===== config.mk =====
export PLATFORM = sky130hd
export DESIGN_NAME = ddf_1p_1f_expand
export DESIGN_NICKNAME = d
export VERILOG_FILES = /design/src/rtl/ddf_pkg.sv /design/src/rtl/ddf_1p_1f_expand.sv
export SDC_FILE = /design/constraint.sdc
export NUM_CORES = 1
export LEC_CHECK = 0
export CELL_PAD_IN_SITES_DETAIL_PLACEMENT = 0
export CELL_PAD_IN_SITES_GLOBAL_PLACEMENT = 2
export CORE_MARGIN = 1.5
export CORE_UTILIZATION = 29
export CTS_CLUSTER_SIZE = 25
export DETAILED_ROUTE_END_ITERATION = 8
export GPL_ROUTABILITY_DRIVEN = 0
export PLACE_DENSITY_LB_ADDON = 0.25
export SYNTH_ARGS = -nofsm -noshare
export SYNTH_HDL_FRONTEND = slang
export SYNTH_SLANG_ARGS = --single-unit

===== constraint.sdc =====
create_clock -name ck -period 4.3 [get_ports ck]
set_input_delay 0.86 -clock ck [delete_from_list [all_inputs] [get_ports ck]]
set_output_delay 0.86 -clock ck [all_outputs]
set_load 0.005 [all_outputs]

===== src/rtl/ddf_pkg.sv =====
// ddf_pkg: shared DDF actor constants and the expander state encoding
// Contents: DDF_EXP_SW state width, DDF_WIDTH / DDF_WIDTH_NDA token width defaults,
//           ddf_exp_state_e with PICK=0, CHOICE=1, FETCH=2, LATCH=3, EMIT=4
package ddf_pkg;
  localparam int DDF_EXP_SW = 3;
  localparam int DDF_WIDTH = 32;
  localparam int DDF_WIDTH_NDA = 4;
  typedef enum logic [DDF_EXP_SW-1:0] {
    DDF_EXP_PICK   = 3'd0,
    DDF_EXP_CHOICE = 3'd1,
    DDF_EXP_FETCH  = 3'd2,
    DDF_EXP_LATCH  = 3'd3,
    DDF_EXP_EMIT   = 3'd4
  } ddf_exp_state_e;
endpackage


===== src/rtl/ddf_1p_1f_expand.sv =====
// ddf_1p_1f_expand: DDF expander, reads count N then one data token, writes N output tokens
// Ports: ck/rst (async active-high), nda_empty/nda_data/nda_rd count FIFO,
//        in0_empty/in0_data/in0_rd data FIFO, out0_full/out0_wr/out0_data output FIFO
// Macro DDF_EXPAND_RAMP_EN: output k of a firing is data+k instead of a plain copy
module ddf_1p_1f_expand
  import ddf_pkg::*;
#(
  parameter int WIDTH = DDF_WIDTH,
  parameter int WIDTH_NDA = DDF_WIDTH_NDA
) (
  input  logic                 ck,
  input  logic                 rst,
  input  logic                 nda_empty,
  input  logic [WIDTH_NDA-1:0] nda_data,
  output logic                 nda_rd,
  input  logic                 in0_empty,
  input  logic [WIDTH-1:0]     in0_data,
  output logic                 in0_rd,
  input  logic                 out0_full,
  output logic                 out0_wr,
  output logic [WIDTH-1:0]     out0_data
);
  ddf_exp_state_e state, state_nx;
  logic [WIDTH_NDA-1:0] cnt, cnt_nx;
  logic [WIDTH-1:0] hold, hold_nx;
  logic emit_wr;
`ifdef DDF_EXPAND_RAMP_EN
  logic [WIDTH_NDA-1:0] idx, idx_nx;
  assign out0_data = hold + WIDTH'(idx);
`else
  assign out0_data = hold;
`endif
  assign emit_wr = (state == DDF_EXP_EMIT) && !out0_full;
  always_comb begin
    state_nx = DDF_EXP_PICK;
    cnt_nx = cnt;
    hold_nx = hold;
`ifdef DDF_EXPAND_RAMP_EN
    idx_nx = idx;
`endif
    nda_rd = 1'b0;
    in0_rd = 1'b0;
    out0_wr = 1'b0;
    case (state)
      DDF_EXP_PICK: begin
        nda_rd = !nda_empty;
        state_nx = nda_empty ? DDF_EXP_PICK : DDF_EXP_CHOICE;
      end
      // a zero count is consumed without touching in0
      DDF_EXP_CHOICE: begin
        state_nx = (nda_data == '0) ? DDF_EXP_PICK : DDF_EXP_FETCH;
        cnt_nx = (nda_data == '0) ? cnt : nda_data;
`ifdef DDF_EXPAND_RAMP_EN
        idx_nx = (nda_data == '0) ? idx : '0;
`endif
      end
      DDF_EXP_FETCH: begin
        in0_rd = !in0_empty;
        state_nx = in0_empty ? DDF_EXP_FETCH : DDF_EXP_LATCH;
      end
      DDF_EXP_LATCH: begin
        hold_nx = in0_data;
        state_nx = DDF_EXP_EMIT;
      end
      DDF_EXP_EMIT: begin
        out0_wr = emit_wr;
        cnt_nx = emit_wr ? cnt - WIDTH_NDA'(1) : cnt;
`ifdef DDF_EXPAND_RAMP_EN
        idx_nx = emit_wr ? idx + WIDTH_NDA'(1) : idx;
`endif
        state_nx = (emit_wr && cnt == WIDTH_NDA'(1)) ? DDF_EXP_PICK : DDF_EXP_EMIT;
      end
      default: state_nx = DDF_EXP_PICK;
    endcase
    // PICK decodes strobes from the flags alone, so reset must mask them explicitly
    if (rst) begin
      nda_rd = 1'b0;
      in0_rd = 1'b0;
      out0_wr = 1'b0;
    end
  end
  always_ff @(posedge ck or posedge rst) begin
    if (rst) begin
      state <= DDF_EXP_PICK;
      cnt <= '0;
      hold <= '0;
`ifdef DDF_EXPAND_RAMP_EN
      idx <= '0;
`endif
    end else begin
      state <= state_nx;
      cnt <= cnt_nx;
      hold <= hold_nx;
`ifdef DDF_EXPAND_RAMP_EN
      idx <= idx_nx;
`endif
    end
  end
endmodule

Yosys cells after proc, flatten, opt, wreduce, memory -nomap -nowiden
Cells that the tools add are included.
Widths: inputs -> output; s select.
Cells by class
  add/sub/neg operators: 1
  equality and inequality tests: 7
  multiplexer cells: 14
  reduce and logical (&&, ||, !) cells: 9
Operators with widths (number)
  $pmux 3 s5: 1
  $mux 1: 8
  $mux 4: 2
  $pmux 4 s2: 1
  $eq 3x2->1 const B: 2
  $eq 4x1->1 const B: 1
  $logic_not 4->1: 1
  $ne 2x2->1 const B: 2
  $sub 4x1->4 const B: 1
  $eq 3x1->1 const B: 1
  $eq 3x3->1 const B: 1
  $logic_not 1->1: 3
  $logic_not 3->1: 1
  $mux 3: 1
  $reduce_and 3->1: 1
  $logic_and 1x1->1: 2
  $mux 2: 1
  $reduce_bool 2->1: 1
Storage, ports and cells
  output and inout bits: 35
  input bits: 41
  logic and storage cells: 34
  bits in registers: 39

Depth between registers and ports, before layout
  depth after elaboration: 5
  gate-level depth with buffers: 5
  mapped depth without buffers: 5

Worst setup path after synthesis
No wires, ideal clock.
  path type: in2out
  start: input rst
  end: output out0_wr
  cell stages on the path: 2
  required time: 3.440 ns
  buffers on the path: 0
  setup slack: 1.445 ns
  arrival time: 1.995 ns
  cell sequence: inv_1 > and2_2
On the way
  word-level cells in the longest chain between the ends: 1
Ends and longest elaborated chain
  start, declared: RTL line ddf_1p_1f_expand.sv:12  | input logic rst,
  $mux 1: RTL line ddf_1p_1f_expand.sv:76  | if (rst) begin
  end, declared: RTL line ddf_1p_1f_expand.sv:20  | output logic out0_wr,
Every way passes these cells.

Final worst setup path
  start: input out0_full
  end: output out0_wr
On the way
  word-level cells in the longest chain between the ends: 4
Ends and longest elaborated chain
  start, declared: RTL line ddf_1p_1f_expand.sv:19  | input logic out0_full,
  $logic_not 1->1: RTL line ddf_1p_1f_expand.sv:33  | assign emit_wr = (state == DDF_EXP_EMIT) && !out0_full;
  $logic_and 1x1->1: RTL line ddf_1p_1f_expand.sv:33
  $mux 1: RTL line ddf_1p_1f_expand.sv:44  | case (state)
  $mux 1: RTL line ddf_1p_1f_expand.sv:76
Every way passes these cells.

==> flow_summary.toml <==
[yosys]
yosysMostFrequentCell = "dfrtp_1"
syn_nets = 160
synth_area_leaders = "dfrtp_1 (54%), mux2_4 (24%), buf_6 (2.5%), mux2_2 (1.9%), ha_1 (1.4%)"
ys_ff_latch = 39
syn_inst = 117
ys_seq_area_frac = 0.541
avgSynthCellArea_um2 = 15.4
synth_top_area_frac = 0.541
synth_top_cells_by_count = "dfrtp_1 (39), mux2_4 (29), inv_1 (5)"
ys_types = 32
ys.flop_type = "dfrtp_1"
yosysWarningCount = 0
synth_edf_count = 0
syn_area_um2 = 1810
async_flop_share = 1.00
yosysTopAreaCell = "dfrtp_1"

[timing]
whs_ns = 0.512
setup_viol = 0
fmax_mhz = 300
totalNegativeSetupSlack_ns = 0
rsz0062_at_grt = "false"
report.final.slew_viol_count = 0
finClkSkew_ns = 0.00711
maxSlewHeadroom = 0.554
setup_ws_ns = 0.970
worstMarginPinSlew_ns = 0.668
period_needed_ns = 3.33
hold_viol_final = 0
min_period_over_period = 0.774

[setup_path]
crit_arrival_ns = 2.47
critical-path-slowest-cell = "clkdlybuf4s50_1"
cp_max_fo = 7
crit_required_ns = 3.44
slowest_delay_ns = 0.49
path_cells = "clkdlybuf4s50_1 -> nor4b_4 -> and2_2 -> clkdlybuf4s50_1"
cp-end-kind = "output port"
critPathLaunchType = "primary input"
path_class = "primary input to output port"
path_common_cell = "clkdlybuf4s50_1"

[die]
core_um2 = 5960
die_h_um = 81.9
fp-row-count = 28
initial_core_util = 0.303
io_pins = 76
die_area_um2 = 6710
chipWidth_um = 81.9

[cts]
cts_max_level = 2
cts_hold_buf = 0
post_cts_resize_count = 0
cts_buffers = 5
clk_latency_ns = 0.28
path_clk_slew_ns = 0.08
clockBufferDepth = 2
post_cts_buffers = 0
clock_sinks = 39
cts_tree = "yes"
root_buffer = "clkbuf_8"

[route]
avgRoutedWirePerCell_um = 15.0
drc = 0
firstDrtPassIters = 4
drtIter0Drc = 58
num_vias = 1231
routed_wl_mm = 4.05
vias_per_cell = 4.54
ant_nets = 0

[power]
power.density_nw_per_um2 = 677
p_leak_nw = 1.22
total_power_mw = 1.83
vdd_drop_max_v = 0.000315

[min_path]
hp-class = "flop to flop"

[grt]
grt_max_degree = 40
grt_pass1_vias = 1297
grt_pass1_wl_mm = 6.33
grt_util_all_layers = 0.128
antenna_found_initial = 0
grt.overflow.total = 0

[placement]
dp_hpwl_mm = 2.96
dp_slack_ns = 0.979
io_buffers = 75
place_inst = 263
place_area_um2 = 2610

[finish]
design_area_um2 = 2700
n_fill_cell = 544
fin_util = 0.453
fin_cells = 271
diodes = 0
area_growth_pct = 49.5
layout-drive-gt1-share = 0.235
fin_nets = 238

[flow_run]
drv_cap = 0

[outcome]
status = "complete, no violations"
==> state kept, by name, summed over array words and instances (netlist names) <==
name / cells
state: 3
cnt: 4
out0_data: 32
==> area by class of cell <==
class | instances | area (µm²) | share of cell area
Clock buffer | 7 | 86.3 | 0.0320
Multi-Input combinational cell | 68 | 758 | 0.281
Timing Repair Buffer | 76 | 758 | 0.281
Sequential cell | 39 | 976 | 0.361
Clock inverter | 1 | 8.76 | 0.00324
Tap cell | 75 | 93.8 | 0.0348
Inverter | 5 | 18.8 | 0.00695
==> worst paths after layout <==
path	startpoint	end	slack [ns]	depth (start not counted)
hold / removal	out0_data[31]	out0_data[31]	0.51	1
max in group asynchronous	rst	out0_data[11]	2.89	3
setup / recovery	out0_full	out0_wr	0.97	4
hold reg to reg	out0_data[31]	out0_data[31]	0.51	1
min in group asynchronous	rst	state[0]	1.07	3
setup reg to reg	state[1]	out0_data[2]	2.47	2
==> metal layers <==
metal,GRT usage,share of wire
met1,0.153,0.43
met2,0.204,0.49
met3,0.0500,0.068
met4,0.0508,0.015
met5,0,0
==> critical path: cells and delay by family <==
family        cells  cell delay [ns]
simple gates      2             0.64
buf+inv           2             0.97
==> power by group <==
group	total (mW)	switching (mW)	internal (mW)
Sequential	0.704	0.148	0.556
Combinational	0.867	0.247	0.620
Clock	0.255	0.124	0.131
==> logic make-up after synthesis <==
kind of cell               share of synthesized area
AOI/OAI and AO/OA                             0.0450
adders and majority gates                     0.0139
buffers and inverters                         0.0395
DFF                                            0.541
muxes                                          0.260
and+or+nand+nor                                0.101
==> layout by cell type, fill, tap and decap left out, types with 2 or more instances in the layout <==
master and instances:
clkdlybuf4s50_1 75, a21oi_1 3, inv_1 5, nor3b_2 2, nor3_1 4, mux2_4 29
dfrtp_1 39, ha_1 2, nand2_1 3, clkbuf_8 6, mux2_2 3, nor4_1 2
(Power assumes the default switching activity.)
